==> src/rtl/dmem_arbiter.sv <==
// dmem_arbiter: shares one single-port, word-addressed data memory between
// two requesters (port 0 = pipeline MEM stage, port 1 = debug/loader engine).
// Round-robin (or fixed port-0 priority) arbitration, registered operands,
// one memory access every two cycles under full load.
//
// Ports:
//   clk, reset           rising-edge clock, asynchronous active-low reset
//   req/we/addr/wdata N  per-port request, level-held until gntN is seen
//   gntN                 1-cycle pulse while the memory is being accessed
//   rvalidN, rdataN      1-cycle completion pulse; rdataN holds last read
//   busy                 arbiter not idle
//   mem_addr/wdata/we    memory pins, mem_rdata is combinational read data
module dmem_arbiter #(
    parameter int DATA_W     = 32,
    parameter int ADDR_W     = 8,
    parameter int FIXED_PRIO = 0
) (
    input  logic              clk,
    input  logic              reset,
    input  logic              req0,
    input  logic              req1,
    input  logic              we0,
    input  logic              we1,
    input  logic [31:0]       addr0,
    input  logic [31:0]       addr1,
    input  logic [DATA_W-1:0] wdata0,
    input  logic [DATA_W-1:0] wdata1,
    output logic              gnt0,
    output logic              gnt1,
    output logic              rvalid0,
    output logic              rvalid1,
    output logic [DATA_W-1:0] rdata0,
    output logic [DATA_W-1:0] rdata1,
    output logic              busy,
    output logic [ADDR_W-1:0] mem_addr,
    output logic [DATA_W-1:0] mem_wdata,
    output logic              mem_we,
    input  logic [DATA_W-1:0] mem_rdata
);

    typedef enum logic [1:0] {
        IDLE   = 2'd0,
        ACCESS = 2'd1,
        RESP   = 2'd2
    } state_t;

    state_t state, next_state;
    logic   owner;      // port served by the current transaction
    logic   last;       // port served most recently (round-robin pointer)
    logic   lat_we;
    logic   take;       // accept a new request at this edge
    logic   pick;       // winning port when take=1
    logic   eff_last;

    // Upper address bits are intentionally dropped (addresses wrap).
    logic unused_addr_bits;
    assign unused_addr_bits = ^{addr0[31:ADDR_W], addr1[31:ADDR_W]};

    // In RESP the pointer update (last <= owner) happens on the same edge as
    // re-arbitration, so the decision uses the owner directly.
    assign eff_last = (state == RESP) ? owner : last;

    always_comb begin
        next_state = state;
        take       = 1'b0;
        pick       = 1'b0;
        case (state)
            IDLE, RESP: begin
                if (req0 || req1) begin
                    take       = 1'b1;
                    next_state = ACCESS;
                    if (req0 && req1)
                        pick = (FIXED_PRIO != 0) ? 1'b0 : ~eff_last;
                    else
                        pick = req1;
                end else begin
                    next_state = IDLE;
                end
            end
            ACCESS:  next_state = RESP;
            default: next_state = IDLE;
        endcase
    end

    always_ff @(posedge clk or negedge reset) begin
        if (!reset) begin
            state     <= IDLE;
            owner     <= 1'b0;
            last      <= 1'b1;
            lat_we    <= 1'b0;
            mem_addr  <= '0;
            mem_wdata <= '0;
            rdata0    <= '0;
            rdata1    <= '0;
        end else begin
            state <= next_state;
            if (take) begin
                owner     <= pick;
                lat_we    <= pick ? we1 : we0;
                mem_addr  <= pick ? addr1[ADDR_W-1:0] : addr0[ADDR_W-1:0];
                mem_wdata <= pick ? wdata1 : wdata0;
            end
            if (state == RESP)
                last <= owner;
            if (state == ACCESS && !lat_we) begin
                if (owner)
                    rdata1 <= mem_rdata;
                else
                    rdata0 <= mem_rdata;
            end
        end
    end

    // Decoded from registered state so an asynchronous reset drops them at once.
    assign gnt0    = (state == ACCESS) && !owner;
    assign gnt1    = (state == ACCESS) &&  owner;
    assign rvalid0 = (state == RESP)   && !owner;
    assign rvalid1 = (state == RESP)   &&  owner;
    assign mem_we  = (state == ACCESS) &&  lat_we;
    assign busy    = (state != IDLE);

endmodule

==> config.mk <==
export PLATFORM = sky130hd
export DESIGN_NAME = dmem_arbiter
export DESIGN_NICKNAME = d
export VERILOG_FILES = /design/src/rtl/dmem_arbiter.sv
export SDC_FILE = /design/constraint.sdc
export NUM_CORES = 1
export LEC_CHECK = 0
export BUFFER_PORTS_ARGS = -buffer_cell sky130_fd_sc_hd__buf_2
export CELL_PAD_IN_SITES_DETAIL_PLACEMENT = 1
export CELL_PAD_IN_SITES_GLOBAL_PLACEMENT = 1
export CORE_UTILIZATION = 38
export DETAILED_ROUTE_END_ITERATION = 12
export PLACE_DENSITY_LB_ADDON = 0.1
export SYNTH_ARGS = -nofsm -noshare
export SYNTH_HDL_FRONTEND = slang
export SYNTH_SLANG_ARGS = --single-unit
==> constraint.sdc <==
create_clock -name clk -period 2.3 [get_ports clk]
set_input_delay 0.345 -clock clk [delete_from_list [all_inputs] [get_ports clk]]
set_output_delay 0.345 -clock clk [all_outputs]
set_load 0.01 [all_outputs]
# Word-level counts from Yosys, hierarchy flattened
# Index checks and enable logic that the tools add are counted.
# word_totals
regBits,109
out_inout_bits,110
elab_cells,38
# op_classes
n_eq_ne,2
mux,11
bitwise,2
reduce_logical,15
# op_table
cell,count
$mux 32,1
$mux 1,8
$mux 8,1
$logic_and 1x1->1,7
$pmux 2 s2,1
$reduce_and 2->1,2
$eq 2x1->1 const B,1
$eq 2x2->1 const B,1
$logic_not 1->1,2
$logic_not 2->1,1
$not 1->1,2
$reduce_bool 2->1,1
$reduce_or 2->1,1
$logic_or 1x1->1,1

# Longest topological paths before layout
# Gate-level depths: netlist (run 1).
# logic_depth
word_depth,7
ltp_mapped,6
ltp_nobuf,3

# Worst setup path after synthesis (run 1)
# OpenSTA, ideal clock, no wires.
# synth_timing
path_type,register to register
start,register state[0]
end,register lat_we
setup_time_ns,0.125
arrival_ns,1.319
t_required_ns,2.175
setup_slack_ns,0.856
path_stages_with_launch,5
period_less_slack_ns,1.444
cell_sequence,dfrtp_1 -> buf_6 -> or4b_2 -> o221ai_1 -> nor3_1
# synth_between
elab_chain_cells,7
# synth_rtl
item,line_no,source
from (decl),47,"state_t state, next_state;"
from (signal assigned),96,state <= next_state;
$eq 2x2->1,"61, 67",
$mux 1,--,
$not 1->1,73,pick = (FIXED_PRIO != 0) ? 1'b0 : ~eff_last;
$mux 1,72,if (req0 && req1)
$mux 1,69,if (req0 || req1) begin
$mux 1,67,case (state)
$mux 1,99,lat_we <= pick ? we1 : we0;
to (signal assigned),99,
to (decl),50,logic lat_we;
# Parallel ways exist; a longest one is shown, timed or not.
# A chain may end at the register's enable or synchronous reset.

# Worst setup path in the final report (run 1)
# layout_timing
start,register state[0]
end,register mem_addr[4]
# layout_between
elab_chain_cells,7
# layout_rtl
item,line_no,source
$eq 2x2->1,"61, 67",
$mux 1,--,
$not 1->1,73,
$mux 1,72,
$mux 1,69,
$mux 1,67,
$mux 8,100,mem_addr <= pick ? addr1[ADDR_W-1:0] : addr0[ADDR_W-1:0];
to (signal assigned),100,
to (decl),35,"output logic [ADDR_W-1:0] mem_addr,"
# Parallel ways exist; a longest one is shown, timed or not.

==> results_dict.tcl, run 1 <==
set metrics [dict create \
    chipHeight_um 126 \
    combPwrFrac_pct 39.0 \
    syn_area_um2 5810 \
    swShare_pct 35.9 \
    cts-root-buf "clkbuf_16" \
    failed_checks "DRC" \
    seq_power_share_pct 40.0 \
    fin_crit_sh_pct 87.2 \
    avgRoutedWirePerCell_um 19.7 \
    rsz0062_at_grt "false" \
    worstPathMaxFanout 54 \
    syn_inst 490 \
    cts.reportedPaths.clkPinSlew_ns 0.08 \
    synth_edf_count 0 \
    cts_buffers 9 \
    drt-initial-drc-count 138 \
    fillers 1638 \
    synth_top_cell_by_area "dfrtp_1" \
    max_freq_ghz 0.499 \
    cts_tree "built" \
    ys_ff_latch 109 \
    endpoint "mem_addr[4]$_DFFE_PN0P_" \
    antenna_left 0 \
    cts_resized 0 \
    synth.most_common_cell "dfrtp_1" \
    dp_slack_ns 0.296 \
    maxCapViolations 0 \
    grt_pass1_vias 5461 \
    rows 44 \
    grt_overflow 0 \
    leakage_uw 0.00351 \
    first_pass_iters 8 \
    grt_max_degree 84 \
    finalClockSkew_ns 0.00940 \
    dieArea_um2 15800 \
    r2r_slack_ns 0.29 \
    multiInputGateArea_um2 2800 \
    status "complete, but fails checks" \
    drc 40 \
    place.port_buffers 227 \
    timing.hold.ws_ns 0.230 \
    instances_no_fill 887 \
    reg2reg_depth 5 \
    seq_area_frac_synth_pct 47.0 \
    slew_viol_final 0 \
    yosys_most_used_dff "dfrtp_1" \
    layout-drive-gt1-share_pct 56.8 \
    crit_path_start_kind "flip-flop" \
    dp.cells 868 \
    critical_path_class "reg -> reg" \
    cts_sinks 109 \
    areaGrowthSynthToFinish_pct 27.1 \
    setup-tns-final_ns 0 \
    antenna_found_initial 0 \
    start_util_pct 39.5 \
    num_vias 4850 \
    regToRegStartpoint "state[0]$_DFF_PN0_" \
    cts_hold_buf 1 \
    p_sw_uw 2830 \
    vias_per_cell 5.47 \
    post-cts-setup-buffers 0 \
    avgSynthCellArea_um2 11.9 \
    yosys_warnings 0 \
    ir_drop_mv 0.481 \
    p_int_uw 5050 \
    min_period_ns 2.01 \
    synth_commonest_cells "dfrtp_1, mux2_2, nor3_1, or2_2" \
    tightestPinTransition_ns 0.828 \
    grt_pass1_wl_um 28300 \
    grtUsageTotal_pct 22.6 \
    seq_area_um2 2730 \
    p_per_area_nw_per_um2 1070 \
    max-slew-margin-rel_pct 44.8 \
    synth_nets 656 \
    num-nets-final 862 \
    synth_cell_types 29 \
    cts_buffer_depth 2 \
    required_ns 2.55 \
    synth_top_cell_area_share_pct 46.5 \
    clkPwrFrac_pct 21.0 \
    setup_slack_ns 0.294 \
    cp-end-kind "flip-flop" \
    ys_top_cells_by_area "dfrtp_1, mux2_2, or4b_1" \
    hp-class "in -> reg" \
    insertion_delay_ns 0.34 \
    fp.coreArea_um2 14700 \
    die_width_um 126 \
    r2r-end "mem_addr[4]$_DFFE_PN0P_" \
    routabilityCongestion 0.727 \
    crit_start "state[0]$_DFF_PN0_" \
    finalSetupViolCount 0 \
    cp.arrival_ns 2.26 \
    drt_wl_total_um 17500 \
    final_util_pct 50.2 \
    hold_violations 0 \
    hpwl_um 12000 \
    async_flop_share_pct 100 \
    h-tree-depth 3 \
    io_pins 276 \
]
[layout by cell type (no fill, tap or decap), types with 2 or more instances in the layout]
master	instances
buf_2	226
dfrtp_1	108
mux2_2	56
nor3_1	53
or2_2	42
and3b_1	41
o221ai_1	41
or4b_1	39
nor3_2	29
buf_4	18
clkbuf_16	9
mux2_1	8
nor2_1	4
diode_2	2
inv_1	2
nor3_4	2
or4b_2	2
inv_8	2
clkinv_4	2
[cell families (layout without fill, tap and decap cells)]
family / after synthesis / in the layout / synth area share, %
mux: 65 / 65 / 12.7
buf+inv: 54 / 265 / 4.80
compound gates: 45 / 45 / 6.70
other cells: 0 / 2 / 0
simple gates: 217 / 217 / 28.9
flops: 109 / 109 / 47.0
[sequential cells by signal, summed over array words and instances (netlist names)]
register   flops
mem_wdata     32
rdata1        32
rdata0        32
lat_we         1
state          2
mem_addr       8
last           1
owner          1
[cell type report]
| class | instances | area share, % |
|---|---|---|
| timing repair buffer | 246 | 17.6 |
| inverter | 3 | 0.153 |
| tap | 184 | 3.12 |
| sequential | 109 | 37.0 |
| clock inverter | 6 | 1.07 |
| multi-input combinational | 327 | 38.0 |
| clock buffer | 10 | 3.10 |
| antenna | 2 | 0.0678 |
[worst min path at each step]
stage                        startpoint                endpoint  slack (ns)  depth (start not counted)
after floorplan                   reset      lat_we$_DFFE_PN0P_        0.05                          0
after CTS                 mem_rdata[28]  rdata1[28]$_DFFE_PN0P_        0.22                          2
final                     mem_rdata[28]  rdata1[28]$_DFFE_PN0P_        0.23                          2
after global routing      mem_rdata[31]  rdata0[31]$_DFFE_PN0P_        0.23                          2
after global placement            reset  rdata1[23]$_DFFE_PN0P_        0.34                          1
after detailed placement          reset  rdata1[23]$_DFFE_PN0P_        0.34                          1
[per-layer routing]
layer | routed length [µm] | vias to the layer above | global-route usage (%)
met2 | 8520 | 148 | 39.1
met3 | 1400 | 16 | 5.65
met1 | 7300 | 2424 | 27.7
li1 | - | 2262 | -
met5 | 0 | - | 0
met4 | 235 | 0 | 6.89
[metrics by stage]
stage	total power (µW)	area, µm²
after floorplan	4980	5810
after global placement	6170	7060
after detailed placement	6330	7060
after CTS	8010	7380
after global routing	8390	7380
final	7890	7380
[power groups by stage]
stage	sequential, µW	combinational (µW)	clock (µW)
2_1_floorplan	3580	1400	0
3_3_place_gp	3150	3020	0
3_5_place_dp	3210	3130	0
4_1_cts	3170	3130	1700
5_1_grt	3290	3350	1760
6_report	3160	3080	1650
[critical path: stages (launching register included)]
cell and delay [ns]:
dfrtp_1 0.54, buf_4 0.29, nand2b_2 0.16, buf_4 0.48, o221ai_1 0.23, nor3_1 0.20
Note: power is estimated with default switching activity, not from simulation.
==> run 2, diff against run 1 <==
CTS_BUF_LIST = sky130_fd_sc_hd__clkbuf_16   (was default)
PLACE_DENSITY = 0.84   (was default)
PLACE_DENSITY_LB_ADDON = default   (was 0.1)
==> run 2 against run 1 <==
  * The run still ends with DRC left
  * Via count increased by 1.8%
  * Core utilization increased by 0.42 points
  * Sequential cell count unchanged
  * Global-route usage increased by 0.71 points
  * Setup slack got worse by 0.047 ns
  * Routed wire length increased by 3.2%
  * Count of clock-buffer cells in the layout decreased by 1
  * Non-clock buffer count decreased by 4
  * Clock power about the same
  * Worst hold slack improved by 0.0052 ns
  * Final cell count decreased by 0.68%
  * Combinational power increased by 4%
  * Largest power group unchanged
==> results_dict.tcl, run 2 (synthesis results as in run 1) <==
set metrics [dict create \
    place_area_um2 7130 \
    fp.coreArea_um2 14700 \
    h-tree-depth 3 \
    layout-drive-gt1-share_pct 56.5 \
    grt_overflow 0 \
    antenna_left 0 \
    clkPwrFrac_pct 20.2 \
    rows 44 \
    rsz0062_at_grt "false" \
    areaGrowthSynthToFinish_pct 28.1 \
    grt_max_degree 75 \
    hold_violations 0 \
    avgRoutedWirePerCell_um 20.5 \
    num-nets-final 858 \
    min_period_ns 2.05 \
    cts_tree "built" \
    start_util_pct 39.5 \
    maxCapViolations 0 \
    crit_family "flip-flops" \
    swShare_pct 36.6 \
    status "complete, but fails checks" \
    drc 23 \
    mostFrequentLayoutCells "buf_2, dfrtp_1, mux2_2, nor3_1, or2_2" \
    critical_path_class "reg -> out" \
    finalSetupViolCount 0 \
    p_int_uw 5100 \
    setup-tns-final_ns 0 \
    leakage_uw 0.00352 \
    crit_path_start_kind "flip-flop" \
    seq_power_share_pct 40.0 \
    worstPathMaxFanout 16 \
    post-cts-setup-buffers 0 \
    cts_sinks 109 \
    p_sw_uw 2940 \
    p_per_area_nw_per_um2 1080 \
    hp-start "mem_rdata[27]" \
    combPwrFrac_pct 39.8 \
    slew_viol_final 0 \
    grt_pass1_vias 5552 \
    cp.arrival_ns 1.71 \
    chipHeight_um 126 \
    insertion_delay_ns 0.35 \
    regToRegStartpoint "state[0]$_DFF_PN0_" \
    failed_checks "DRC" \
    grtUsageTotal_pct 23.3 \
    routabilityCongestion 0.743 \
    max_freq_ghz 0.487 \
    fin_area_um2 7440 \
    drt-initial-drc-count 237 \
    io_pins 276 \
    dieArea_um2 15800 \
    final_common_cell "buf_2" \
    crit_path_cell_trace "buf_4, nand2b_1, nor2_1, buf_2" \
    finalClockSkew_ns 0.00739 \
    required_ns 1.96 \
    cp_slowest_cell "dfrtp_1" \
    num_vias 4938 \
    hp-class "in -> reg" \
    cts_buffer_depth 2 \
    hpwl_um 12700 \
    fin_crit_sh_pct 89.2 \
    antenna_found_initial 1 \
    ir_drop_mv 0.451 \
    cp-end-kind "primary output" \
    antenna_cells 0 \
    first_pass_iters 8 \
    vias_per_cell 5.60 \
    path_buf_inv 2 \
    cts.reportedPaths.clkPinSlew_ns 0.07 \
    place.port_buffers 227 \
    cts-root-buf "clkbuf_16" \
    totalPowerFinal_uw 8040 \
    grt_pass1_wl_um 29300 \
    max-slew-margin-rel_pct 59.9 \
    r2r_slack_ns 0.40 \
    drt_wl_total_um 18000 \
    tightestPinTransition_ns 0.601 \
    hold_depth 2 \
    min_to "rdata1[27]$_DFFE_PN0P_" \
    reg2reg_depth 4 \
    reg_top3 "mem_wdata: 32 flops, rdata0: 32 flops, rdata1: 32 flops" \
    instances_no_fill 881 \
    die_width_um 126 \
    r2r-end "mem_wdata[23]$_DFFE_PN0P_" \
    cts_buffers 9 \
    dp.cells 864 \
    max_stage_delay_ns 0.60 \
]
-- run 2: changes by cell type in the layout (fill, tap and decap cells not counted), sizes merged --
| cell | previous run | this run |
|---|---|---|
| buf | 245 | 241 |
| clkbuf | 10 | 9 |
| clkinvlp | 0 | 1 |
| diode | 2 | 0 |
-- run 2: final cells by class --
cell class,count,area (µm²)
clock buffer,9,225
clock inverter,7,78.8
fill,1623,7250
inverter,3,11.3
multi-input combinational,327,2800
sequential,109,2730
tap,184,230
timing repair buffer,242,1370
-- run 2: worst max path at each step --
stage / start / slack (ns) / to / depth (start not counted)
3_3_place_gp: state[0]$_DFF_PN0_ / 0.47 / mem_wdata[31]$_DFFE_PN0P_ / 4
2_1_floorplan: state[0]$_DFF_PN0_ / 0.86 / lat_we$_DFFE_PN0P_ / 4
5_1_grt: state[0]$_DFF_PN0_ / 0.17 / rvalid1 / 4
6_report: state[0]$_DFF_PN0_ / 0.25 / rvalid1 / 4
4_1_cts: state[0]$_DFF_PN0_ / 0.21 / rvalid1 / 4
3_5_place_dp: state[0]$_DFF_PN0_ / 0.40 / lat_we$_DFFE_PN0P_ / 4
-- run 2: power groups by stage --
| stage | Sequential (µW) | Combinational (µW) | Clock [µW] |
|---|---|---|---|
| final | 3220 | 3200 | 1630 |
| after global routing | 3340 | 3460 | 1730 |
| after CTS | 3230 | 3230 | 1670 |
| after detailed placement | 3260 | 3220 | 0 |
| after global placement | 3170 | 3060 | 0 |
| after floorplan | 3580 | 1400 | 0 |
-- run 2: layer usage --
metal  vias to the layer above  global-route usage, %  wire [µm]
met5                         -                      0          0
li1                       2264                      -          -
met1                      2463                   27.2       7160
met4                         0                   6.96        252
met3                        18                   7.48       1720
met2                       193                   40.7       8890
-- run 2: through the flow --
stage	setup slack [ns]	util (%)	hold WS, ns
floorplan	0.856	-	0.0494
finish	0.247	50.6	0.235
CTS	0.210	50.6	0.217
detailed placement	0.400	48.5	0.263
global placement	0.468	48.5	0.262
global route	0.167	50.6	0.235
-- run 2: what timing repair did --
item | CTS | global route
hold buffers | 1 | 0
gates resized for setup | 0 | 0
endpoints found under the hold margin | 18 | 0
==> run 3, diff against run 2 <==
CORE_UTILIZATION = 32   (was 38)
PLACE_DENSITY = 0.72   (was 0.84)
==> run 3 against run 2 <==
  * The run now ends clean
  * Global-route usage decreased by 4.0 points
  * Sequential power about the same
  * Total power decreased by 2.2%
  * Sequential share of layout area about the same
  * Critical path depth increased by 1
  * Worst hold slack improved by 0.0065 ns
  * Routed wire length decreased by 1.5%
  * Clock power decreased by 7%
==> results_dict.tcl, run 3 (synthesis results as in run 1) <==
set metrics [dict create \
    max-slew-margin-rel_pct 66.8 \
    antenna_cells 0 \
    die_width_um 137 \
    cp-end-kind "flip-flop" \
    worstPathMaxFanout 30 \
    required_ns 2.56 \
    start_util_pct 33.1 \
    io_pins 276 \
    reg_top3 "mem_wdata: 32 flops, rdata0: 32 flops, rdata1: 32 flops" \
    hp-class "in -> reg" \
    min_period_ns 1.95 \
    totalPowerFinal_uw 7870 \
    cts_resized 0 \
    ir_drop_mv 0.492 \
    grt_pass1_wl_um 27900 \
    finalClockSkew_ns 0.0150 \
    cts_hold_buf 1 \
    dieArea_um2 18700 \
    drt_wl_total_um 17700 \
    first_pass_iters 4 \
    finalSetupViolCount 0 \
    antenna_left 0 \
    cts.reportedPaths.clkPinSlew_ns 0.08 \
    chipHeight_um 137 \
    maxCapViolations 0 \
    cts-root-buf "clkbuf_16" \
    cts_buffers 9 \
    final_common_cell "buf_2" \
    grt_overflow 0 \
    fp.coreArea_um2 17500 \
    mostFrequentLayoutCells "buf_2, dfrtp_1, mux2_2, nor3_1, or2_2" \
    p_per_area_nw_per_um2 1060 \
    grtUsageTotal_pct 19.3 \
    r2r_slack_ns 0.35 \
    cp.arrival_ns 2.21 \
    slew_viol_final 0 \
    max_stage_delay_ns 0.54 \
    fin_crit_sh_pct 84.8 \
    layout-drive-gt1-share_pct 57.0 \
    insertion_delay_ns 0.35 \
    areaGrowthSynthToFinish_pct 28.3 \
    antenna_found_initial 0 \
    routabilityCongestion 0.734 \
    grt_max_degree 70 \
    status "finished clean" \
    post-cts-setup-buffers 0 \
    avgRoutedWirePerCell_um 19.1 \
    grt_pass1_vias 5394 \
    timing.hold.ws_ns 0.242 \
    hold_violations 0 \
    vias_per_cell 5.25 \
    setup-tns-final_ns 0 \
    rsz0062_at_grt "false" \
    max_freq_ghz 0.513 \
    leakage_uw 0.00352 \
    cp_slowest_cell "dfrtp_1" \
    num-nets-final 865 \
    cts_tree "built" \
    crit_path_cell_trace "buf_4, o21ba_2, buf_12, o221ai_1, nor3_2" \
    drc 0 \
    critical_path_class "reg -> reg" \
    hpwl_um 12900 \
    tightestPinTransition_ns 0.498 \
    drt-initial-drc-count 105 \
    h-tree-depth 3 \
    num_vias 4880 \
    cts_buffer_depth 2 \
    place.port_buffers 227 \
    crit_path_start_kind "flip-flop" \
    cts_sinks 109 \
    rows 48 \
]
run 3: routing by layer:
metal / part of all wire [%] / vias to the layer above / GRT usage, % / wire length [µm]
met5: 0 / - / 0 / 0
met4: 1.0 / 0 / 5.31 / 181
met3: 9.5 / 13 / 6.52 / 1690
met2: 48 / 180 / 33.8 / 8590
met1: 41 / 2410 / 22.3 / 7290
li1: - / 2277 / - / -
run 3: path summary, 6_finish.rpt:
path / from / to / cells past startpoint
setup / recovery: state[0]$_DFF_PN0_ / mem_wdata[10]$_DFFE_PN0P_ / 5
hold / removal: mem_rdata[17] / rdata1[17]$_DFFE_PN0P_ / 2
setup reg to reg: state[0]$_DFF_PN0_ / mem_wdata[10]$_DFFE_PN0P_ / 5
hold reg to reg: rdata1[4]$_DFFE_PN0P_ / rdata1[4]$_DFFE_PN0P_ / 1
max in group asynchronous: reset / rdata0[1]$_DFFE_PN0P_ / 3
min in group asynchronous: reset / owner$_DFFE_PN0P_ / 2
run 3: worst max-delay path: cells and delay by family, from the launching register on:
kind                   cells  cell delay [ns]
flip-flops                 1             0.54
AND/OR/NAND/NOR            1             0.16
AO/OA/AOI/OAI              2             0.64
buffers and inverters      2             0.51
run 3: final cells by class:
cell class	instances	area, µm²
Clock buffer	9	225
Clock inverter	7	58.8
Fill cell	2004	10100
Inverter	3	11.3
Multi-Input combinational cell	327	2800
Sequential cell	109	2730
Tap cell	225	282
Timing Repair Buffer	249	1340
run 3: where the power goes:
part	internal (µW)	switching (µW)	total, µW
combinational	1490	1670	3160
sequential	2740	445	3190
clock	758	764	1520
total	4990	2880	7870
run 3: stage by stage:
step                      util [%]  cells  area [µm²]  setup slack, ns
final                         42.5    929        7450            0.350
after global routing          42.5    929        7450            0.204
after CTS                     42.5    929        7450            0.314
after detailed placement      40.8    912        7160            0.317
after global placement        40.8    912        7160            0.382
after floorplan                  -    490        5810            0.856
